--- src/rtl/bzmusic_seq.sv ---
// bzmusic_seq: buzzer music sequencer.
// Fetches tune/beat words from a synchronous score memory (RD_LAT cycles
// read latency), times beats from an external tick strobe and drives a
// square-wave buzzer. Supports loop playback, pause, rest notes, an in-band
// end-of-score marker and address wrap.
// Optional: define BZMUSIC_SEQ_NOTE_CNT_EN to add the note_cnt output
// (saturating count of completed beats since the last start).
module bzmusic_seq #(
    parameter int ADDR_W = 8,
    parameter int TUNE_W = 16,
    parameter int RD_LAT = 2
) (
    input  logic              clk,
    input  logic              rstn,
    input  logic              en,
    input  logic              loop_en,
    input  logic              pause,
    input  logic              tick,
    output logic              score_rd,
    output logic [ADDR_W-1:0] score_addr,
    input  logic [TUNE_W:0]   score_data,
    output logic              pwm_out,
    output logic              busy,
    output logic              done
`ifdef BZMUSIC_SEQ_NOTE_CNT_EN
    ,
    output logic [15:0]       note_cnt
`endif
);

    typedef enum logic [2:0] {S_IDLE, S_FETCH, S_WAIT, S_DECODE, S_PLAY} state_t;

    // Last WAIT count before DECODE; unused when RD_LAT == 1.
    localparam logic [1:0] WAIT_LAST = 2'((RD_LAT >= 2) ? RD_LAT - 2 : 0);

    state_t              state_q, state_d;
    logic [ADDR_W-1:0]   addr_d;
    logic [TUNE_W-1:0]   tune_q, tune_d;
    logic [TUNE_W-1:0]   len_q, len_d;
    logic [TUNE_W-1:0]   bcnt_q, bcnt_d;
    logic [TUNE_W-1:0]   pcnt_q, pcnt_d;
    logic [1:0]          wcnt_q, wcnt_d;
    logic                rd_d, pwm_d, busy_d, done_d;
    logic                adv, eos;
    logic [TUNE_W-1:0]   payload;
`ifdef BZMUSIC_SEQ_NOTE_CNT_EN
    logic [15:0]         note_d;
`endif

    assign payload = score_data[TUNE_W-1:0];

    // State and registered outputs.
    always_ff @(posedge clk or negedge rstn) begin
        if (!rstn) begin
            state_q    <= S_IDLE;
            score_addr <= '0;
            score_rd   <= 1'b0;
            pwm_out    <= 1'b0;
            busy       <= 1'b0;
            done       <= 1'b0;
            tune_q     <= '0;
            len_q      <= '0;
            bcnt_q     <= '0;
            pcnt_q     <= '0;
            wcnt_q     <= '0;
`ifdef BZMUSIC_SEQ_NOTE_CNT_EN
            note_cnt   <= '0;
`endif
        end else begin
            state_q    <= state_d;
            score_addr <= addr_d;
            score_rd   <= rd_d;
            pwm_out    <= pwm_d;
            busy       <= busy_d;
            done       <= done_d;
            tune_q     <= tune_d;
            len_q      <= len_d;
            bcnt_q     <= bcnt_d;
            pcnt_q     <= pcnt_d;
            wcnt_q     <= wcnt_d;
`ifdef BZMUSIC_SEQ_NOTE_CNT_EN
            note_cnt   <= note_d;
`endif
        end
    end

    // Next-state, score decode, beat timing and pwm generation.
    always_comb begin
        state_d = state_q;
        addr_d  = score_addr;
        tune_d  = tune_q;
        len_d   = len_q;
        bcnt_d  = bcnt_q;
        pcnt_d  = pcnt_q;
        wcnt_d  = wcnt_q;
        pwm_d   = 1'b0;
        done_d  = 1'b0;
        adv     = 1'b0;
        eos     = 1'b0;
`ifdef BZMUSIC_SEQ_NOTE_CNT_EN
        note_d  = note_cnt;
`endif

        case (state_q)
            S_IDLE: begin
                if (en) begin
                    state_d = S_FETCH;
                    addr_d  = '0;
                    tune_d  = '0;
`ifdef BZMUSIC_SEQ_NOTE_CNT_EN
                    note_d  = '0;
`endif
                end
            end
            S_FETCH: begin
                wcnt_d  = '0;
                state_d = (RD_LAT == 1) ? S_DECODE : S_WAIT;
            end
            S_WAIT: begin
                if (wcnt_q == WAIT_LAST) state_d = S_DECODE;
                else                     wcnt_d  = wcnt_q + 2'd1;
            end
            S_DECODE: begin
                if (score_data[TUNE_W]) begin
                    tune_d = payload;
                    adv    = 1'b1;
                end else if (payload != '0) begin
                    len_d   = payload;
                    bcnt_d  = '0;
                    state_d = S_PLAY;
                end else begin
                    eos = 1'b1;
                end
            end
            S_PLAY: begin
                if (tick && !pause) begin
                    if (bcnt_q == len_q - 1'b1) begin
                        adv = 1'b1;
`ifdef BZMUSIC_SEQ_NOTE_CNT_EN
                        if (note_cnt != 16'hFFFF) note_d = note_cnt + 16'd1;
`endif
                    end else begin
                        bcnt_d = bcnt_q + 1'b1;
                    end
                end
            end
            default: state_d = S_IDLE;
        endcase

        // Advancing past the top address counts as the end of the score.
        if (adv) begin
            if (&score_addr) begin
                eos = 1'b1;
            end else begin
                addr_d  = score_addr + 1'b1;
                state_d = S_FETCH;
            end
        end

        if (eos) begin
            addr_d = '0;
            if (loop_en) begin
                state_d = S_FETCH;
            end else begin
                state_d = S_IDLE;
                done_d  = 1'b1;
            end
        end

        // Tone only while staying in PLAY, unpaused, with a non-rest tune;
        // otherwise the counter restarts from 0. Outside PLAY it is held.
        if (state_q == S_PLAY) begin
            if (state_d == S_PLAY && !pause && tune_q != '0) begin
                if (pcnt_q == tune_q - 1'b1) begin
                    pwm_d  = ~pwm_out;
                    pcnt_d = '0;
                end else begin
                    pwm_d  = pwm_out;
                    pcnt_d = pcnt_q + 1'b1;
                end
            end else begin
                pcnt_d = '0;
            end
        end

        // Stop overrides everything, including a coincident end-of-score.
        if (state_q != S_IDLE && !en) begin
            state_d = S_IDLE;
            addr_d  = '0;
            tune_d  = '0;
            len_d   = '0;
            bcnt_d  = '0;
            pcnt_d  = '0;
            wcnt_d  = '0;
            pwm_d   = 1'b0;
            done_d  = 1'b0;
        end

        rd_d   = (state_d == S_FETCH);
        busy_d = (state_d != S_IDLE);
    end

endmodule

--- config.mk ---
export PLATFORM = sky130hd
export DESIGN_NAME = bzmusic_seq
export DESIGN_NICKNAME = d
export VERILOG_FILES = /design/src/rtl/bzmusic_seq.sv
export SDC_FILE = /design/constraint.sdc
export NUM_CORES = 1
export LEC_CHECK = 0
export ABC_AREA = 1
export ABC_CLOCK_PERIOD_IN_PS = 5470
export CORE_MARGIN = 1.5
export CORE_UTILIZATION = 55
export CTS_CLUSTER_DIAMETER = 40
export DETAILED_ROUTE_END_ITERATION = 8
export PLACE_DENSITY_LB_ADDON = 0.2
export SLEW_MARGIN = 25
export SYNTH_ARGS = -nofsm -noshare
export SYNTH_HDL_FRONTEND = slang
export SYNTH_SLANG_ARGS = --single-unit
--- constraint.sdc ---
create_clock -name clk -period 5.47 [get_ports clk]
set_clock_uncertainty 0.15 [all_clocks]
set_input_delay 1.3675 -clock clk [delete_from_list [all_inputs] [get_ports clk]]
set_output_delay 1.3675 -clock clk [all_outputs]
set_load 0.01 [all_outputs]
==> run metrics <==
data arrival time of the critical path 3.78 ns; post-synth top area cell dfrtp_1; Tmin final 3.681 ns; top_reg_cell synth dfrtp_1; Yosys reg bits 81; reg2reg setup slack 2.49 ns; Worst EP required 5.57 ns; Worst setup EP type flip-flop; Setup Buffers After CTS 0; CP bufs+invs 1; n_diodes 0; top cells by area, synth dfrtp_1, nand2_1, nand3_1; Pwr Total 2.731 mW; most frequent CP cell nand3_1; DRT Pass-1 Iters 5; via/cell ratio 5.595; delay-heaviest family, CP simple AND/OR/NAND/NOR gates; Cells after Synth 822; maximum clock frequency 271.7 MHz; CP cell instances clkdlybuf4s50_1 > nor4_1 > nand4_1 > nand3_1 > nand2_1 > nand3_1 > o21ai_0; CP Launch Type primary input; CTS resizes 0; Yosys top cell area share 0.3566; Post-DP HPWL 10.56 mm; relative slew slack 0.4826; Area Growth Syn to Fin 10.96%; Yosys cell types 35; most common cell after layout, fill and taps aside nand2_1; Core Region 9910 um^2; first-pass GRT wire length 24.54 mm; routability congestion estimate 0.9540; CTS Sinks 81; Synth Cell Area 5684 um^2; initial antenna violation count 0; pwr dens 433.1 nW/um^2; CTS Hold Buffers Added 0; Max-Cap Viols 0; Routed WL 14.60 mm; Post-synth EDFFs 0; Seq/Total Area, Yosys 0.3566; fillcell total 891; Syn Nets 852; die area 10,950 um^2; worst-path maximum fanout 18; Syn Area/Cell 6.915 um^2; TritonCTS Buffers 9; detailed-route DRC error count 0; DP Worst Slack 1.444 ns; Synthesis Warnings 0; final worst setup slack 1.789 ns; remaining global-route overflow 0; CTS max path bufs 2; Worst path slowest cell nand3_1; HP Class flip-flop to flip-flop; LEAKAGE 2.970 nW; Pins Over Slew Limit 0; layout cells sized above 1 0.05425; Setup violations, final 0; delay of the slowest cell on the worst path 0.51 ns; Total Routing Usage GR 0.2766; fin crit share 0.6730; Chip Width 104.7 um; clk root buf clkbuf_8; Die H 104.7 um; PortBufs 34; initial DRC count 357; Hold Vio Cnt, Final 0; FP Rows 36; CTS tree yes; outcome completed; VDD IR max 0.2357 mV; routed vias 5,489; slew at the pin with the worst max-slew slack 0.7752 ns; Initial Utilization 0.5736; clk_lat worst skew 0.38 ns; post-route ant nets 0; IO Count 35; largest net degree at the start of global routing 82; Min Hold Slack 0.3845 ns; path type of the worst setup path primary input to flip-flop; most frequent cells in the layout nand2_1, inv_1, nor2_1; CTS clk-pin slew, worst paths 0.09 ns; H-Tree Level Count 3; drt wl/cell 14.88 um; RSZ-0062 raised after global routing false; final setup TNS 0 ns; vias in the first global route 5,080; Layout Nets 873; Synth async-reset ratio 1.000
## worst register-to-register path, delay by kind of cell, from the launching register on
kind	cells	cell delay, ns
buffers and inverters	1	0.46
and+or+nand+nor	6	1.60
AOI/OAI and AO/OA	1	0.25
DFF	1	0.40
## state kept, by name, summed over array words and instances, names as in the netlist
name        count
tune_q         16
state_q         3
done            1
pwm_out         1
score_addr      8
wcnt_q          2
busy            1
pcnt_q         16
score_rd        1
bcnt_q         16
len_q          16
## synthesized netlist by cell type (all sizes together), types with 2 or more instances
library cell  instances
ha                    7
o21ai                65
a21oi                 9
buf                  15
nand3                84
xnor2                 9
inv                  95
nand4                42
dfrtp                81
nor3                 15
nand2               205
or2                   7
clkinv                2
nand3b               11
xor2                 43
clkbuf               13
nor4                 15
o22ai                 2
nor2                 97
## layout make-up
type | count | area [um^2] | share of cell area
Inverter | 97 | 364.1 | 0.05773
Clock buffer | 10 | 137.6 | 0.02182
Sequential cell | 81 | 2027 | 0.3214
Multi-Input combinational cell | 616 | 3149 | 0.4993
Tap cell | 133 | 166.4 | 0.02638
Clock inverter | 6 | 91.34 | 0.01448
Timing Repair Buffer | 38 | 371.6 | 0.05892
## kinds of logic (layout without fill, tap and decap cells)
family          count (synthesis)  count (layout)  share of synthesized area
fa+ha+maj                       7               7                    0.01541
xor+xnor                       52              52                    0.08012
buf+inv                       125             151                    0.08937
simple gates                  477             477                     0.3859
flops                          81              81                     0.3566
compound gates                 80              80                    0.07264
## per-layer routing
layer | routed length [um] | up-vias | global-route usage
met4 | 260 | 0 | 0.09393
met1 | 7121 | 2580 | 0.4025
li1 | - | 2724 | -
met3 | 797 | 19 | 0.04866
met5 | 0 | - | 0
met2 | 6420 | 166 | 0.4154
## where the power goes
group / internal, mW / switching [mW] / total (mW)
Clock: 0.270 / 0.240 / 0.510
Combinational: 0.478 / 0.933 / 1.41
Sequential: 0.697 / 0.114 / 0.810
## metrics by stage
stage               utilization  area, um^2  instances
global placement         0.6130        6075        965
floorplan                     -        5684        822
global route             0.6365        6307        981
finish                   0.6365        6307        981
detailed placement       0.6130        6075        965
CTS                      0.6361        6304        981
## path summary, 6_finish.rpt
check	start	end	depth (start not counted)
worst max-delay path	score_data[0]	len_q[8]$_DFFE_PN0P_	7
worst min-delay path	wcnt_q[0]$_DFFE_PN0P_	wcnt_q[0]$_DFFE_PN0P_	2
worst max register to register	state_q[1]$_DFF_PN0_	bcnt_q[12]$_DFFE_PN0P_	8
worst min register to register	wcnt_q[0]$_DFFE_PN0P_	wcnt_q[0]$_DFFE_PN0P_	2
max in group asynchronous	rstn	pcnt_q[8]$_DFFE_PN0P_	1
min in group asynchronous	rstn	len_q[10]$_DFFE_PN0P_	1
Note: power is estimated with default switching activity, not from simulation.
